## config.mk

```make
export PLATFORM = sky130hd
export DESIGN_NAME = key_conditioner
export DESIGN_NICKNAME = d
export VERILOG_FILES = /design/src/rtl/key_conditioner_pkg.sv /design/src/rtl/key_conditioner_channel.sv /design/src/rtl/key_conditioner.sv
export SDC_FILE = /design/constraint.sdc
export NUM_CORES = 1
export LEC_CHECK = 0
export ABC_CLOCK_PERIOD_IN_PS = 2750
export CAP_MARGIN = 20
export CORE_UTILIZATION = 55
export DETAILED_ROUTE_END_ITERATION = 10
export PLACE_DENSITY = 0.83
export SLEW_MARGIN = 20
export SYNTH_ARGS = -nofsm -noshare
export SYNTH_HDL_FRONTEND = slang
export SYNTH_HIERARCHICAL = 1
export SYNTH_SLANG_ARGS = --single-unit
```

## constraint.sdc

```tcl
create_clock -name clk -period 2.75 [get_ports clk]
set_clock_uncertainty 0.15 [all_clocks]
set_input_delay 0.275 -clock clk [delete_from_list [all_inputs] [get_ports clk]]
set_output_delay 0.275 -clock clk [all_outputs]
set_load 0.02 [all_outputs]
```

## src/rtl/key_conditioner_pkg.sv

```systemverilog
// rtl/key_conditioner_pkg.sv - shared types and sizing helpers for the key conditioner
package key_conditioner_pkg;

    // Per-key hold/auto-repeat state.
    typedef enum logic [1:0] {
        RELEASED    = 2'd0,
        HELD_DELAY  = 2'd1,
        HELD_REPEAT = 2'd2
    } key_state_t;

    // Bits needed for a counter that must be able to hold max_count.
    // Never returns less than 1 so a degenerate count still yields a legal vector.
    function automatic int cnt_width(input int max_count);
        int w;
        w = $clog2(max_count + 1);
        return (w < 1) ? 1 : w;
    endfunction

    // Larger of two cycle counts, used to size a timer shared by two phases.
    function automatic int max_of(input int a, input int b);
        return (a > b) ? a : b;
    endfunction

endpackage

```

## src/rtl/key_conditioner_channel.sv

```systemverilog
// rtl/key_conditioner_channel.sv - one key: synchroniser, debouncer and hold/auto-repeat FSM
module key_channel
    import key_conditioner_pkg::*;
#(
    parameter int ACTIVE_LOW           = 1,
    parameter int DEBOUNCE_CYCLES      = 1000000,
    parameter int REPEAT_DELAY_CYCLES  = 15000000,
    parameter int REPEAT_PERIOD_CYCLES = 2500000
) (
    input  logic clk,
    input  logic reset,
    input  logic key_raw,
    output logic key_level,
    output logic key_press,
    output logic key_release,
    output logic key_move
);

    localparam int DB_W = cnt_width(DEBOUNCE_CYCLES);
    localparam int RP_W = cnt_width(max_of(REPEAT_DELAY_CYCLES, REPEAT_PERIOD_CYCLES));

    localparam logic [DB_W-1:0] DB_LAST    = DB_W'(DEBOUNCE_CYCLES - 1);
    localparam logic [RP_W-1:0] DELAY_LAST = RP_W'(REPEAT_DELAY_CYCLES - 1);
    localparam logic [RP_W-1:0] PERIOD_LAST = RP_W'(REPEAT_PERIOD_CYCLES - 1);

    // Raw level seen when the button is not pressed.
    localparam logic IDLE_RAW = (ACTIVE_LOW != 0) ? 1'b1 : 1'b0;

    logic sync1;
    logic sync2;
    logic pressed_q;

    logic            stable;
    logic [DB_W-1:0] db_cnt;
    logic            toggle;
    logic            rise;
    logic            fall;

    key_state_t      state;
    key_state_t      state_next;
    logic [RP_W-1:0] rp_cnt;
    logic [RP_W-1:0] rp_next;
    logic            move_next;

    // Two-flop synchroniser followed by a registered polarity normalisation (pressed = 1).
    // Reset reloads the idle level so a held key is seen as a fresh press afterwards.
    always_ff @(posedge clk) begin
        if (reset) begin
            sync1     <= IDLE_RAW;
            sync2     <= IDLE_RAW;
            pressed_q <= 1'b0;
        end else begin
            sync1     <= key_raw;
            sync2     <= sync1;
            pressed_q <= sync2 ^ IDLE_RAW;
        end
    end

    // A level change is accepted once the counter has seen DEBOUNCE_CYCLES differing samples.
    always_comb begin
        toggle = (pressed_q != stable) && (db_cnt == DB_LAST);
        rise   = toggle && !stable;
        fall   = toggle && stable;
    end

    // Debounce counter, accepted level and the registered press/release strobes.
    always_ff @(posedge clk) begin
        if (reset) begin
            stable      <= 1'b0;
            db_cnt      <= '0;
            key_press   <= 1'b0;
            key_release <= 1'b0;
        end else begin
            if (pressed_q == stable) begin
                db_cnt <= '0;
            end else if (toggle) begin
                stable <= ~stable;
                db_cnt <= '0;
            end else begin
                db_cnt <= db_cnt + DB_W'(1);
            end
            key_press   <= rise;
            key_release <= fall;
        end
    end

    // Repeat FSM next-state: a release always wins over a repeat strobe due in the same cycle.
    always_comb begin
        state_next = state;
        rp_next    = rp_cnt;
        move_next  = 1'b0;
        case (state)
            RELEASED: begin
                rp_next = '0;
                if (rise) begin
                    state_next = HELD_DELAY;
                    move_next  = 1'b1;
                end
            end
            HELD_DELAY: begin
                if (fall) begin
                    state_next = RELEASED;
                    rp_next    = '0;
                end else if (rp_cnt == DELAY_LAST) begin
                    state_next = HELD_REPEAT;
                    rp_next    = '0;
                    move_next  = 1'b1;
                end else begin
                    rp_next = rp_cnt + RP_W'(1);
                end
            end
            HELD_REPEAT: begin
                if (fall) begin
                    state_next = RELEASED;
                    rp_next    = '0;
                end else if (rp_cnt == PERIOD_LAST) begin
                    rp_next   = '0;
                    move_next = 1'b1;
                end else begin
                    rp_next = rp_cnt + RP_W'(1);
                end
            end
            default: begin
                state_next = RELEASED;
                rp_next    = '0;
            end
        endcase
    end

    // Repeat FSM state, timer and registered move strobe.
    always_ff @(posedge clk) begin
        if (reset) begin
            state    <= RELEASED;
            rp_cnt   <= '0;
            key_move <= 1'b0;
        end else begin
            state    <= state_next;
            rp_cnt   <= rp_next;
            key_move <= move_next;
        end
    end

    assign key_level = stable;

endmodule

```

## src/rtl/key_conditioner.sv

```systemverilog
// rtl/key_conditioner.sv - top level: NUM_KEYS independent key conditioning channels
module key_conditioner
    import key_conditioner_pkg::*;
#(
    parameter int NUM_KEYS             = 4,
    parameter int ACTIVE_LOW           = 1,
    parameter int DEBOUNCE_CYCLES      = 1000000,
    parameter int REPEAT_DELAY_CYCLES  = 15000000,
    parameter int REPEAT_PERIOD_CYCLES = 2500000
) (
    input  logic                clk,
    input  logic                reset,
    input  logic [NUM_KEYS-1:0] keys_raw,
    output logic [NUM_KEYS-1:0] key_level,
    output logic [NUM_KEYS-1:0] key_press,
    output logic [NUM_KEYS-1:0] key_release,
    output logic [NUM_KEYS-1:0] key_move
);

    // One self-contained channel per key; no arbitration between keys.
    for (genvar i = 0; i < NUM_KEYS; i++) begin : g_key
        key_channel #(
            .ACTIVE_LOW           (ACTIVE_LOW),
            .DEBOUNCE_CYCLES      (DEBOUNCE_CYCLES),
            .REPEAT_DELAY_CYCLES  (REPEAT_DELAY_CYCLES),
            .REPEAT_PERIOD_CYCLES (REPEAT_PERIOD_CYCLES)
        ) u_channel (
            .clk         (clk),
            .reset       (reset),
            .key_raw     (keys_raw[i]),
            .key_level   (key_level[i]),
            .key_press   (key_press[i]),
            .key_release (key_release[i]),
            .key_move    (key_move[i])
        );
    end

endmodule

```

Word-level counts from Yosys, hierarchy flattened
Index checks and enable logic that the tools add are counted.

word-level totals
  flip-flop bits (word level) = 212
  input bits = 6
  output and inout port bits = 16
  logic and storage cells = 196

cells by class
  add/sub/neg operators = 8
  eq/ne operators = 40
  muxes and demuxes = 64
  bitwise logic cells = 12
  reduce and logical (&&, ||, !) cells = 32

operators by type and width
  cell                                                                      number
  24-bit 2-to-1 mux                                                         16
  24-bit one-hot mux with 2 select lines                                    4
  24-bit by 1-bit adder with 24-bit output (second input constant)          4
  24-bit by 22-bit equality test with 1-bit output (second input constant)  4
  24-bit equality test (second input constant)                              4
  20-bit by 1-bit adder with 20-bit output (second input constant)          4
  20-bit equality test (second input constant)                              4
  2-bit 2-to-1 mux                                                          16
  2-bit one-hot mux with 3 select lines                                     4
  1-bit 2-to-1 mux                                                          20
  2-bit by 1-bit != test with 1-bit output (second input constant)          8
  1-bit logical AND                                                         12
  3-bit by 1-bit != test with 1-bit output (second input constant)          4
  1-bit inverter                                                            12
  1-bit one-hot mux with 3 select lines                                     4
  3-bit AND reduction                                                       4
  3-bit OR reduction                                                        4
  2-bit by 1-bit equality test with 1-bit output (second input constant)    4
  2-bit equality test (second input constant)                               4
  2-bit zero test                                                           4
  2-bit AND reduction                                                       4
  1-bit equality test                                                       4
  1-bit zero test                                                           4
  1-bit != test                                                             4

Depth between registers and ports, before layout
  depth after elaboration = 5
  mapped depth = 7
  gate-level depth less buffers = 7

By module
The synthesis kept the hierarchy.

by module, submodules not included
  module                                 instances  cells each  area an instance (sq um)  seq. area each (sq um)
  key_channel at g_key[0].u_channel ...  3          287         2562.5                    1061.0
  key_channel at g_key[3].u_channel      1          286         2472.4                    1061.0

Least setup slack after synthesis
No wires, ideal clock.

  kind = register -> register
  start = register g_key[3].u_channel.rp_cnt[16]
  end = register g_key[3].u_channel.rp_cnt[16]
  setup time = 115 ps
  arrival time = 1999 ps
  data required time = 2485 ps
  setup slack = 486 ps
  cell stages (with the launch flop) = 7
  buffers on the path = 1
  period minus slack after synthesis = 2264 ps
  cell sequence = dfxtp_1 -> or4b_1 -> or4_4 -> o21ai_1 -> a211o_1 -> buf_4 -> nor2_1

on the way
  longest elaborated chain between the ends = 4
  elaborated cells on any way between the ends = 8
  classes of those cells = add/sub (1); eq/ne (2); mux (5)

RTL lines
  item                                                                    line                                                            text
  start, declared                                                         key_conditioner_channel.sv:41                                   logic [RP_W-1:0] rp_cnt;
  start signal, assigned                                                  key_conditioner_channel.sv:138                                  rp_cnt <= rp_next;
  24-bit by 1-bit adder with 24-bit output, or another cell as far along  key_conditioner_channel.sv:109, key_conditioner_channel.sv:120
  24-bit 2-to-1 mux (on tied branches)                                    key_conditioner_channel.sv:116, key_conditioner_channel.sv:104
  24-bit 2-to-1 mux (on tied branches)                                    key_conditioner_channel.sv:113, key_conditioner_channel.sv:101
  24-bit one-hot mux with 2 select lines (*)                              key_conditioner_channel.sv:92                                   case (state)

Mark *: on every way between the ends. The rest lies on a longest branch, timed or not.
A chain may end at the register's enable or synchronous reset.

Worst setup path after layout
Ends and elaborated chain as after synthesis.

==> flow_summary.json <==
{
  "grt_overflow_total": 0,
  "numPortBuffers": 21,
  "seqPwrFrac_pct": 50.5,
  "dp_hpwl_mm": 12.4,
  "grt_pass1_wl_mm": 32.2,
  "synth_area_per_cell_um2": 8.86,
  "critPathKind": "flip-flop to flip-flop",
  "path_max_fanout": 24,
  "highest_layer": "met4",
  "maxSlewViolCount": 0,
  "io_pins": 22,
  "yosysMostFrequentCell": "nor2_1",
  "post_cts_resized": 0,
  "cts_setup_buffers": 0,
  "yosys_register_bits": 212,
  "path_cells": "or4b_1 > or4_4 > o21ai_1 > a211o_1 > buf_4 > nor2_1",
  "post-synth-top-area-cell": "dfxtp_1",
  "first_global_vias": 7195,
  "relSlewSlack_pct": 45.6,
  "layout-drive-gt1-share_pct": 9.33,
  "tightestPinTransition_ns": 0.813,
  "wl_met2_mm": 8.75,
  "holdWs_ns": 0.151,
  "place_congestion": 0.804,
  "reg2reg_to": "g_key[3].u_channel/rp_cnt[16]$_SDFF_PP0_",
  "comb_power_share_pct": 0.8,
  "drc": 0,
  "nets": 1197,
  "htreeDepth": 1,
  "hold_buffers": 0,
  "cp-start-kind": "flip-flop",
  "numCtsBuffers": 23,
  "synth_area_leaders": "dfxtp_1 (42%), xnor2_1 (9.4%), nor2_1 (7.9%), xor2_1 (4.6%), nand3_1 (3.1%)",
  "syn-num-nets": 1177,
  "hold_path_depth": 2,
  "clockBufferDepth": 3,
  "required_ns": 2.97,
  "wl_met3_um": 634,
  "wl_met1_mm": 9.05,
  "ys_async_sr_fraction_pct": 0,
  "ff2ff_path_depth": 6,
  "cts_root_buffer": "clkbuf_16",
  "min_to": "g_key[1].u_channel/pressed_q$_SDFF_PP0_",
  "synth-warning-count": 6,
  "synth_top_area_share_pct": 41.8,
  "rows": 49,
  "hold_viol": 0,
  "drt-total-wl_mm": 18.8,
  "arrival_ns": 2.68,
  "grt.total_usage_pct": 20.2,
  "final_area_mm2": 0.0112,
  "wl_per_cell_um": 13.4,
  "max_stage_delay_ns": 0.56,
  "synth_edf_count": 0,
  "grt_max_degree": 32,
  "crit_path_top_delay_cell": "or4b_1",
  "ys.flop_type": "dfxtp_1",
  "synth_area_mm2": 0.0102,
  "max_freq_mhz": 407,
  "p_int_mw": 4.92,
  "min_path_type": "input port to flip-flop",
  "synth_commonest_cells": "nor2_1 (213), dfxtp_1 (212), xnor2_1 (109)",
  "end_kind": "flip-flop",
  "drt_iter0_drc": 534,
  "p_leak_nw": 3.39,
  "antenna_cells": 0,
  "die_x_um": 138,
  "powerDensity_mw_per_mm2": 544,
  "clkSinkCount": 212,
  "period_minus_slack_ns": 2.46,
  "setup-violations-final": 0,
  "rr_startpoint": "g_key[3].u_channel/rp_cnt[16]$_SDFF_PP0_",
  "period_share_pct": 89.3,
  "antenna_found_initial": 0,
  "ys_seq_area_share_pct": 41.8,
  "swShare_pct": 19.5,
  "finalSetupTns_ns": 0,
  "ant_nets": 0,
  "power.total_mw": 6.11,
  "drv_cap": 0,
  "dr.pass1.iters": 5,
  "switching_power_mw": 1.19,
  "initial_utilization_pct": 56.4,
  "outcome": "finished clean",
  "path_clk_slew_ns": 0.06,
  "coreArea_mm2": 0.0180,
  "rsz0062_at_grt": "false",
  "peakVddDrop_uv": 576,
  "area_growth_pct": 10.4,
  "die_height_um": 138,
  "die_area_mm2": 0.0190,
  "ff2ff_setup_slack_ns": 0.29,
  "viasPerCell": 5.51,
  "route.vias.total": 7756,
  "clkLatencyLatePin_ns": 0.50,
  "placed_area_mm2": 0.0105,
  "holdCritStartpoint": "reset",
  "ys_types": 61,
  "netlist_instances": 1147,
  "cts_tree": "yes",
  "clock_power_share_pct": 48.7
}
-- area by class of cell --
| type | count | area, um2 |
|---|---|---|
| Fill cell | 1485 | 6810 |
| Timing Repair Buffer | 26 | 243 |
| Clock inverter | 4 | 70.1 |
| Sequential cell | 212 | 4240 |
| Inverter | 48 | 180 |
| Tap cell | 229 | 287 |
| Clock buffer | 33 | 653 |
| Multi-Input combinational cell | 856 | 5540 |
-- power by group through the flow --
stage / Combinational, mW / Sequential [mW] / Clock (mW)
after floorplan: 0.0317 / 3.15 / 0
after global placement: 0.0489 / 3.15 / 0
after detailed placement: 0.0491 / 3.15 / 0
after CTS: 0.0492 / 3.08 / 3.05
after global routing: 0.0539 / 3.08 / 3.16
final: 0.0491 / 3.08 / 2.97
-- worst max-delay path by stage --
stage / slack [ns] / from / endpoint / depth (start not counted)
global placement: 0.39 / g_key[3].u_channel/rp_cnt[16]$_SDFF_PP0_ / g_key[3].u_channel/rp_cnt[4]$_SDFF_PP0_ / 6
CTS: 0.32 / g_key[0].u_channel/rp_cnt[0]$_SDFF_PP0_ / g_key[0].u_channel/rp_cnt[10]$_SDFF_PP0_ / 5
detailed placement: 0.33 / g_key[3].u_channel/rp_cnt[16]$_SDFF_PP0_ / g_key[3].u_channel/rp_cnt[8]$_SDFF_PP0_ / 6
floorplan: 0.49 / g_key[3].u_channel/rp_cnt[16]$_SDFF_PP0_ / g_key[3].u_channel/rp_cnt[16]$_SDFF_PP0_ / 6
global route: 0.14 / g_key[0].u_channel/rp_cnt[6]$_SDFF_PP0_ / g_key[0].u_channel/rp_cnt[12]$_SDFF_PP0_ / 5
finish: 0.29 / g_key[3].u_channel/rp_cnt[16]$_SDFF_PP0_ / g_key[3].u_channel/rp_cnt[16]$_SDFF_PP0_ / 6
-- cell families after synthesis --
logic type / count (synthesis) / synth area share [%]
AOI/OAI and AO/OA: 57 / 4.72
xor gates and xnor gates: 162 / 14.0
adders and majority gates: 24 / 2.96
buffers and inverters: 79 / 3.72
DFF: 212 / 41.8
and+or+nand+nor: 613 / 32.9
-- cells in the final DEF, fill, tap and decap left out, types with 5 or more instances in the layout --
| cell type | netlist | routed |
|---|---|---|
| nor2b_1 | 14 | 14 |
| and4_1 | 16 | 16 |
| clkbuf_1 | 15 | 6 |
| nor2_2 | 30 | 30 |
| or2_2 | 9 | 9 |
| a21oi_1 | 10 | 10 |
| and3_1 | 20 | 20 |
| nor4_1 | 13 | 13 |
| nand2_1 | 75 | 75 |
| nor2_1 | 213 | 213 |
| nor4b_1 | 7 | 7 |
| clkbuf_16 | 0 | 23 |
| ha_1 | 24 | 24 |
| clkdlybuf4s50_1 | 0 | 20 |
| nand3_1 | 62 | 62 |
| dfxtp_1 | 212 | 212 |
| or4b_1 | 5 | 5 |
| inv_1 | 48 | 48 |
| nor3_1 | 45 | 45 |
| and4b_1 | 6 | 6 |
| a311o_1 | 6 | 6 |
| buf_4 | 5 | 5 |
| nor3b_1 | 11 | 11 |
| or4_1 | 13 | 13 |
| xnor2_1 | 109 | 109 |
| nand4b_1 | 8 | 8 |
| nand3_2 | 6 | 6 |
| nand4_1 | 31 | 31 |
| xor2_1 | 53 | 53 |
-- per-stage QoR --
| stage | utilization [%] | setup WS (ns) | instances |
|---|---|---|---|
| global placement | 58.2 | 0.392 | 1371 |
| global route | 62.2 | 0.137 | 1408 |
| detailed placement | 58.2 | 0.326 | 1371 |
| CTS | 62.2 | 0.317 | 1408 |
| floorplan | - | 0.486 | 1147 |
| finish | 62.2 | 0.293 | 1408 |
-- flip-flops by register name, summed over array words and instances, names as in the netlist --
register,cells
g_key.u_channel/key_move,4
g_key.u_channel/rp_cnt,96
g_key.u_channel/state,8
g_key.u_channel/sync1,4
g_key.u_channel/key_level,4
g_key.u_channel/key_release,4
g_key.u_channel/sync2,4
g_key.u_channel/key_press,4
g_key.u_channel/pressed_q,4
g_key.u_channel/db_cnt,80
-- routing by layer --
metal / up-vias / global-route usage [%]
met2: 127 / 34.5
li1: 3980 / -
met3: 32 / 3.33
met1: 3617 / 26.4
met4: 0 / 5.01
met5: - / 0
-- critical path: cells and delay by family (launching register included) --
kind            cells  cell delay, ns
simple gates        3            1.21
buf+inv             1            0.26
flops               1            0.33
compound gates      2            0.39
(Power assumes the default switching activity.)
